--- src/rtl/i_fetch_ctrl.sv ---
// rtl/i_fetch_ctrl.sv - instruction fetch sequencer feeding a {pc, instr} FIFO to decode
// Optional performance counters are enabled by defining I_FETCH_PERF_EN.
module i_fetch_ctrl #(
  parameter int                      address_data = 32,
  parameter int                      memory_size  = 256,
  parameter logic [address_data-1:0] reset_pc     = '0,
  parameter int                      buf_depth    = 2
) (
  input  logic                    clock,
  input  logic                    reset,
  output logic [address_data-1:0] address,
  input  logic [address_data-1:0] i_out,
  input  logic                    redirect_valid,
  input  logic [address_data-1:0] redirect_pc,
  output logic                    dec_valid,
  input  logic                    dec_ready,
  output logic [address_data-1:0] dec_instr,
  output logic [address_data-1:0] dec_pc,
  output logic                    fault,
  output logic [address_data-1:0] fault_pc
`ifdef I_FETCH_PERF_EN
  ,
  output logic [31:0]             perf_fetches,
  output logic [31:0]             perf_stalls
`endif
);

  localparam int                      IW        = (buf_depth > 2) ? 2 : 1;
  localparam logic [2:0]              DEPTH     = 3'(buf_depth);
  localparam logic [address_data-1:0] MEM_WORDS = address_data'(memory_size);

  localparam logic [0:0] ST_RUN   = 1'b0;
  localparam logic [0:0] ST_FAULT = 1'b1;

  logic [0:0]              r_state;
  logic [address_data-1:0] r_fetch_pc;
  logic                    r_fault;
  logic [address_data-1:0] r_fault_pc;
  logic [2:0]              r_count;
  logic [address_data-1:0] r_pc_q  [buf_depth];
  logic [address_data-1:0] r_ins_q [buf_depth];

  logic [address_data-1:0] w_pc_n  [buf_depth];
  logic [address_data-1:0] w_ins_n [buf_depth];
  logic                    w_in_range;
  logic                    w_pop;
  logic                    w_push;
  logic [IW-1:0]           w_wr_idx;

  assign w_in_range = (r_fetch_pc >> 2) < MEM_WORDS;
  assign w_pop      = (r_count != 3'd0) && dec_ready && !redirect_valid;
  assign w_push     = (r_state == ST_RUN) && w_in_range &&
                      ((r_count < DEPTH) || w_pop) && !redirect_valid;
  assign w_wr_idx   = IW'(r_count - {2'b00, w_pop});

  assign address   = r_fetch_pc;
  assign dec_valid = (r_count != 3'd0);
  assign dec_pc    = r_pc_q[0];
  assign dec_instr = r_ins_q[0];
  assign fault     = r_fault;
  assign fault_pc  = r_fault_pc;

  // Shift-style FIFO: slot 0 is always the head, so dec_* come straight from flops.
  always_comb begin
    for (int i = 0; i < buf_depth; i++) begin
      w_pc_n[i]  = r_pc_q[i];
      w_ins_n[i] = r_ins_q[i];
    end
    if (w_pop) begin
      for (int i = 0; i < buf_depth - 1; i++) begin
        w_pc_n[i]  = r_pc_q[i+1];
        w_ins_n[i] = r_ins_q[i+1];
      end
    end
    if (w_push) begin
      w_pc_n[w_wr_idx]  = r_fetch_pc;
      w_ins_n[w_wr_idx] = i_out;
    end
  end

  always_ff @(posedge clock) begin
    if (reset) begin
      r_state    <= ST_RUN;
      r_fetch_pc <= reset_pc;
      r_fault    <= 1'b0;
      r_fault_pc <= '0;
      r_count    <= 3'd0;
      for (int i = 0; i < buf_depth; i++) begin
        r_pc_q[i]  <= '0;
        r_ins_q[i] <= '0;
      end
    end else begin
      for (int i = 0; i < buf_depth; i++) begin
        r_pc_q[i]  <= w_pc_n[i];
        r_ins_q[i] <= w_ins_n[i];
      end
      if (redirect_valid) begin
        r_count    <= 3'd0;
        r_fetch_pc <= redirect_pc;
        if (redirect_pc[1:0] == 2'b00) begin
          r_state <= ST_RUN;
          r_fault <= 1'b0;
        end else begin
          r_state    <= ST_FAULT;
          r_fault    <= 1'b1;
          r_fault_pc <= redirect_pc;
        end
      end else begin
        r_count <= r_count + {2'b00, w_push} - {2'b00, w_pop};
        if (w_push) begin
          r_fetch_pc <= r_fetch_pc + address_data'(4);
        end
        if ((r_state == ST_RUN) && !w_in_range) begin
          r_state    <= ST_FAULT;
          r_fault    <= 1'b1;
          r_fault_pc <= r_fetch_pc;
        end
      end
    end
  end

`ifdef I_FETCH_PERF_EN
  logic [31:0] r_perf_fetches;
  logic [31:0] r_perf_stalls;
  logic        w_stall;

  assign w_stall      = (r_state == ST_RUN) && (r_count == DEPTH) && !w_pop && !redirect_valid;
  assign perf_fetches = r_perf_fetches;
  assign perf_stalls  = r_perf_stalls;

  // Counters saturate and survive redirects; only reset clears them.
  always_ff @(posedge clock) begin
    if (reset) begin
      r_perf_fetches <= 32'd0;
      r_perf_stalls  <= 32'd0;
    end else begin
      if (w_push && (r_perf_fetches != 32'hFFFF_FFFF)) begin
        r_perf_fetches <= r_perf_fetches + 32'd1;
      end
      if (w_stall && (r_perf_stalls != 32'hFFFF_FFFF)) begin
        r_perf_stalls <= r_perf_stalls + 32'd1;
      end
    end
  end
`endif

endmodule

--- config.mk ---
export PLATFORM = sky130hd
export DESIGN_NAME = i_fetch_ctrl
export DESIGN_NICKNAME = d
export VERILOG_FILES = /design/src/rtl/i_fetch_ctrl.sv
export SDC_FILE = /design/constraint.sdc
export NUM_CORES = 1
export LEC_CHECK = 0
export ABC_AREA = 1
export BUFFER_PORTS_ARGS = -buffer_cell sky130_fd_sc_hd__buf_2
export CORE_MARGIN = 4
export CORE_UTILIZATION = 25
export DETAILED_ROUTE_END_ITERATION = 6
export GPL_TIMING_DRIVEN = 0
export SLEW_MARGIN = 15
export SYNTH_ARGS = -nofsm -noshare
export SYNTH_HDL_FRONTEND = slang
export SYNTH_SLANG_ARGS = --single-unit
--- constraint.sdc ---
create_clock -name clock -period 2.45 [get_ports clock]
set_input_delay 0.3675 -clock clock [delete_from_list [all_inputs] [get_ports clock]]
set_output_delay 0.3675 -clock clock [all_outputs]
set_load 0.1 [all_outputs]
== After elaboration in Yosys (flattened, before gate mapping) ==
Memory sizes are Yosys's and may differ from the RTL's.
Index checks and enable logic that the tools add are counted.

* Magnitude comparators: 4
* Equality and inequality tests: 1
* Reductions and logical operators: 16
* Add/sub/neg operators: 4
* Shift operators: 0
* Multipliers: 0
* Div/mod/pow operators: 0
* Bitwise gates (word level): 6
* Muxes and demuxes: 23

{| class="wikitable"
|+ Operators with widths
! kind !! count
|-
| $mux 32 || 12
|-
| $bwmux 64 || 2
|-
| $mux 64 || 2
|-
| $add 32x3->32 const B || 1
|-
| $demux 32 s1 || 1
|-
| $lt 30x9->1 const B || 1
|-
| $logic_and 1x1->1 || 7
|-
| $mux 1 || 6
|-
| $or 1x1->1 || 4
|-
| $reduce_bool 2->1 || 2
|-
| $add 3x1->3 || 1
|-
| $lt 3x2->1 const B || 1
|-
| $reduce_bool 3->1 || 1
|-
| $sub 3x1->3 || 1
|-
| $ge 2x2->1 const B || 1
|-
| $logic_not 1->1 || 2
|-
| $logic_not 2->1 || 1
|-
| $lt 2x1->1 const B || 1
|-
| $ne 2x2->1 const B || 1
|-
| $not 1->2 || 1
|-
| $reduce_and 2->1 || 1
|-
| $reduce_or 2->1 || 1
|-
| $logic_or 1x1->1 || 1
|-
| $not 1->1 || 1
|-
| $sub 1x1->1 || 1
|}

* Logic and storage cells: 60
* Input port bits: 68
* ROM bits: 0
* Register bits: 68
* Output and inout bits: 130
* Memories kept: 2
* RAM bits: 128
* Bits in latches: 0

{| class="wikitable"
|+ Memory list
! name !! words !! bits a word !! rd ports !! clocked after Yosys merged registers in !! wr ports !! line !! RTL
|-
| r_ins_q || 2 || 32 || 2 || 0 || 2 || 41 || <nowiki>logic [address_data-1:0] r_ins_q [buf_depth];</nowiki>
|-
| r_pc_q || 2 || 32 || 2 || 0 || 2 || 40 || <nowiki>logic [address_data-1:0] r_pc_q [buf_depth];</nowiki>
|}

== Longest topological paths before layout ==
* Word-level depth: 12
* Depth in mapped cells: 13
* Gate-level depth less buffers: 13

== Worst setup path before layout ==
OpenSTA, ideal clock, no wires.

* Path kind: reg2reg
* Start: register r_count[0]
* End: register r_count[2]
* Path slack: -0.391 ns
* Arrival: 2.726 ns
* Buffers on the path: 2
* Required time: 2.334 ns
* Library setup time: 0.116 ns
* Stages on the path, launching flop included: 14
* Clock period less this slack: 2.841 ns
* Cell sequence: dfxtp_1 > inv_1 > nand2_1 > nand2_2 > buf_6 > inv_1 > buf_2 > ha_1 > inv_1 > ha_1 > inv_1 > fa_1 > xnor2_1 > nor2_1

* Longest elaborated chain between the ends: 8
* Elaborated cells between the ends (all ways): 9
* Those cells by class: add/sub (2); order compare (1); reduce/logical (6)

{| class="wikitable"
|+ RTL lines
! item !! line !! RTL
|-
| start: declaration || 39 || <nowiki>logic [2:0] r_count;</nowiki>
|-
| start signal: assignment || 109 || <nowiki>r_count <= r_count + {2'b00, w_push} - {2'b00, w_pop};</nowiki>
|-
| $reduce_bool 3->1 * || - ||
|-
| net dec_valid || 15 || <nowiki>output logic dec_valid,</nowiki>
|-
| $logic_and 1x1->1 * (2 in series) || 51 || <nowiki>assign w_pop = (r_count != 3'd0) && dec_ready && !redirect_valid;</nowiki>
|-
| $logic_or 1x1->1 || 53 || <nowiki>((r_count < DEPTH) || w_pop) && !redirect_valid;</nowiki>
|-
| $logic_and 1x1->1 || 52 || <nowiki>assign w_push = (r_state == ST_RUN) && w_in_range &&</nowiki>
|-
| $logic_and 1x1->1 || 53 ||
|-
| $add 3x1->3 || 109 ||
|-
| $sub 3x1->3 * || 109 ||
|}

Mark *: on every way through the listed nets, which the timed path passes. The rest lies on a longest branch.
A chain may end at the register's enable or synchronous reset.

== Final worst setup path ==
* Start: register r_count[1]
* End: register r_count[2]

* Longest elaborated chain between the ends: 8
* Elaborated cells between the ends (all ways): 9
* Those cells by class: add/sub (2); order compare (1); reduce/logical (6)

{| class="wikitable"
|+ RTL lines
! item !! line
|-
| branches (longest 7 deep; another with $lt 3x2->1) || -
|-
| $sub 3x1->3 * || 109
|}

Every way passes the cells marked *.

==> results.md <==
- Fmax: between 400 and 500 MHz
- Clk sinks: roughly 200
- Static Leak: 6.14 nW
- I/O pins: slightly below 200
- Final Skew: around 0.014 ns
- Post-synth top cells: nand2_1 (385), nor2_1 (258), dfxtp_1 (196)
- Mapped cell area: roughly 0.0089 sq mm
- Cell with the most instances after synthesis: nand2_1
- Buffers & Inverters on Critical Path: 5
- Leading area contributor after synthesis: dfxtp_1
- Ys Warns: 0
- Status: finished clean
- Crit path time final: 2.28 ns
- Post-synthesis sequential area ratio: between 40 and 50%
- CP Max Fanout: 10
- Global route overflow: 0
- Netlist cell types: 27
- CP startpoint kind: register
- Crit path kind: reg2reg
- Cells after DPL: 1976
- Crit. End Element: register
- Hold Vio Cnt, Final: 0
- Crit path required time: 2.79 ns
- CORE AREA: about 0.035 sq mm
- PD cells: 656 mW/mm^2
- Async set or reset register ratio after synthesis: 0%
- Rows: 68
- Initial antenna violation count: 3
- Die Footprint: around 0.039 sq mm
- Pins Over Slew Limit: 0
- Starting density of the core: 25.6%
- Vias in the first global route: 7904
- DR pass1 iterations: 5
- Crit-path cells: nor2_2 -> nand2_4 -> nand2_2 -> buf_6 -> clkinvlp_4 -> buf_4 -> ha_4 -> inv_1 -> ha_1 -> inv_1 -> fa_1 -> xnor2_1 -> nor2_1
- Routed WL: 26300 microns
- ANT cells: 0
- Max-Slew Margin vs Limit: a little over half
- Largest delay share family, worst path: adder cells
- Initial DRC count: 363
- Cell mode on critical path: inv_1
- Hpwl dp: ~20000 microns
- Worst setup path start: r_count[1]
- CTS Buf Count: 17
- Residual DRC: 0
- Area growth syn-to-layout: 24.7%
- Clock Tree Buf Depth: 2
- Synth area leaders: dfxtp_1 (44%), nand2_1 (16%), nor2_1 (11%)
- Clk_lat worst skew: ~0.44 ns
- Layout cells sized above 1: around a quarter
- Antenna viol nets, final: 0
- Nets: roughly 1600
- Via density: 4.11
- Largest net degree at the start of global routing: 19
- Min-delay src: i_out[31]
- Final worst path period share: 93.2%
- Slew of the pin with the lowest slew margin: ~0.68 ns
- Post-Layout Cell Count: slightly above 2000
- Pwr Total: 7.30 mW
- Post-Synthesis Cells: about 1300
- Seq cells post-synth: 196
- Routed vias: ~8300
- Final Setup Violations: 0
- Post-CTS Hold Fix Bufs: 0
- EDFF count, synth: 0
- Tot GR Track Use: a little over an eighth
- CTS Root Cell: clkbuf_16
- IO buf count: 195
- Max VDD drop: around 490 uV
- Max Cap Viol: 0
- Routed WL per cell: about 13 microns
- Die Height: around 200 microns
- Slowest cell on the critical path: fa_1
- Predominant post-synthesis flop cell: dfxtp_1
- Critical Path AT: around 2.6 ns
- H-tree Lvls: 4
- Die W: around 200 microns
- TritonCTS clock tree: yes
- Net count after synthesis: 1399
- Routability congestion estimate: 0.827
- Reg2reg start: r_count[1]
- Worst Hold Class: in2reg
- Crit-path max cell delay: 0.38 ns
- Clock transition at path regs: 0.08 ns
- Synth top area share: between 40 and 50%
- Global-route wire length before repair: 42000 microns
- Syn avg cell area: between 6 and 7 sq um
## final timing paths
check / depth (start not counted) / slack (ns) / end
min reg2reg: 2 / 0.45 / register
min: 3 / 0.16 / r_ins_q[0][31]
max: 13 / 0.17 / r_count[2]
max reg2reg: 13 / 0.17 / r_count[2]
## worst reg2reg max path: stages (launching register included)
cell,delay (ns)
dfxtp_1,0.36
nor2_2,0.17
nand2_4,0.07
nand2_2,0.08
buf_6,0.16
clkinvlp_4,0.12
buf_4,0.19
ha_4,0.24
inv_1,0.05
ha_1,0.12
inv_1,0.05
fa_1,0.38
xnor2_1,0.16
nor2_1,0.05
## cells in the final DEF (no fill, tap or decap), drive strengths merged
cell type and count:
clkinvlp 6, xor2 7, nand2 386, ha 4
nand3 59, fa 1, buf 301, mux2i 1
o21ai 81, dfxtp 196, inv 158, o22ai 1
clkbuf 53, nor3 1, nor2 261, a21oi 31
a21boi 1, clkinv 5, nand4 4, xnor2 1
## metal layers
metal	routed length (microns)	GRT usage [%]
met1	11700	16.9
met2	11900	22.1
met3	2320	5.45
met4	376	3.60
met5	46	0
## kinds of logic (layout without fill, tap and decap cells)
| kind of cell | Yosys count | after routing | synth area share (%) |
|---|---|---|---|
| muxes | 1 | 1 | 0.112 |
| AOI/OAI and AO/OA | 114 | 114 | 6.61 |
| buffers and inverters | 291 | 523 | 16.4 |
| xor gates and xnor gates | 8 | 8 | 0.785 |
| and+or+nand+nor | 711 | 711 | 31.3 |
| DFF | 196 | 196 | 44.0 |
| adders and majority gates | 5 | 5 | 0.785 |
## repair_timing
item / CTS / global route
buffers inserted: 0 / 5
pin swaps: 0 / 1
gates resized for setup: 1 / 7
endpoints found under the hold margin: 0 / 0
setup endpoints to repair: 1 / 2
## through the flow
step           TNS, ns  instance area [sq um]  setup WS [ns]  hold WS (ns)  utilization [%]
4_1_cts              0                  11100         0.0254         0.133             31.7
2_1_floorplan        0                   8960         0.0410         0.432                -
6_report             0                  11100          0.167         0.162             31.9
3_5_place_dp    -0.279                  10500         -0.183         0.443             30.1
5_1_grt        -0.0219                  11100        -0.0219         0.147             31.9
3_3_place_gp    -0.211                  10500         -0.140         0.442             30.1
## report_power, final
group	switching (mW)	internal (mW)	total, mW
Combinational	1.03	0.226	1.26
Clock	1.37	1.32	2.69
Sequential	0.0707	3.28	3.35
Total	2.47	4.83	7.30
## area by class of cell
cell class,count,area [sq um]
Clock inverter,15,120
Fill cell,3849,23800
Buffer,137,890
Timing Repair Buffer,200,1010
Sequential cell,196,3950
Clock buffer,17,425
Inverter,154,584
Tap cell,455,569
Multi-Input combinational cell,839,3570
(Power assumes the default switching activity.)
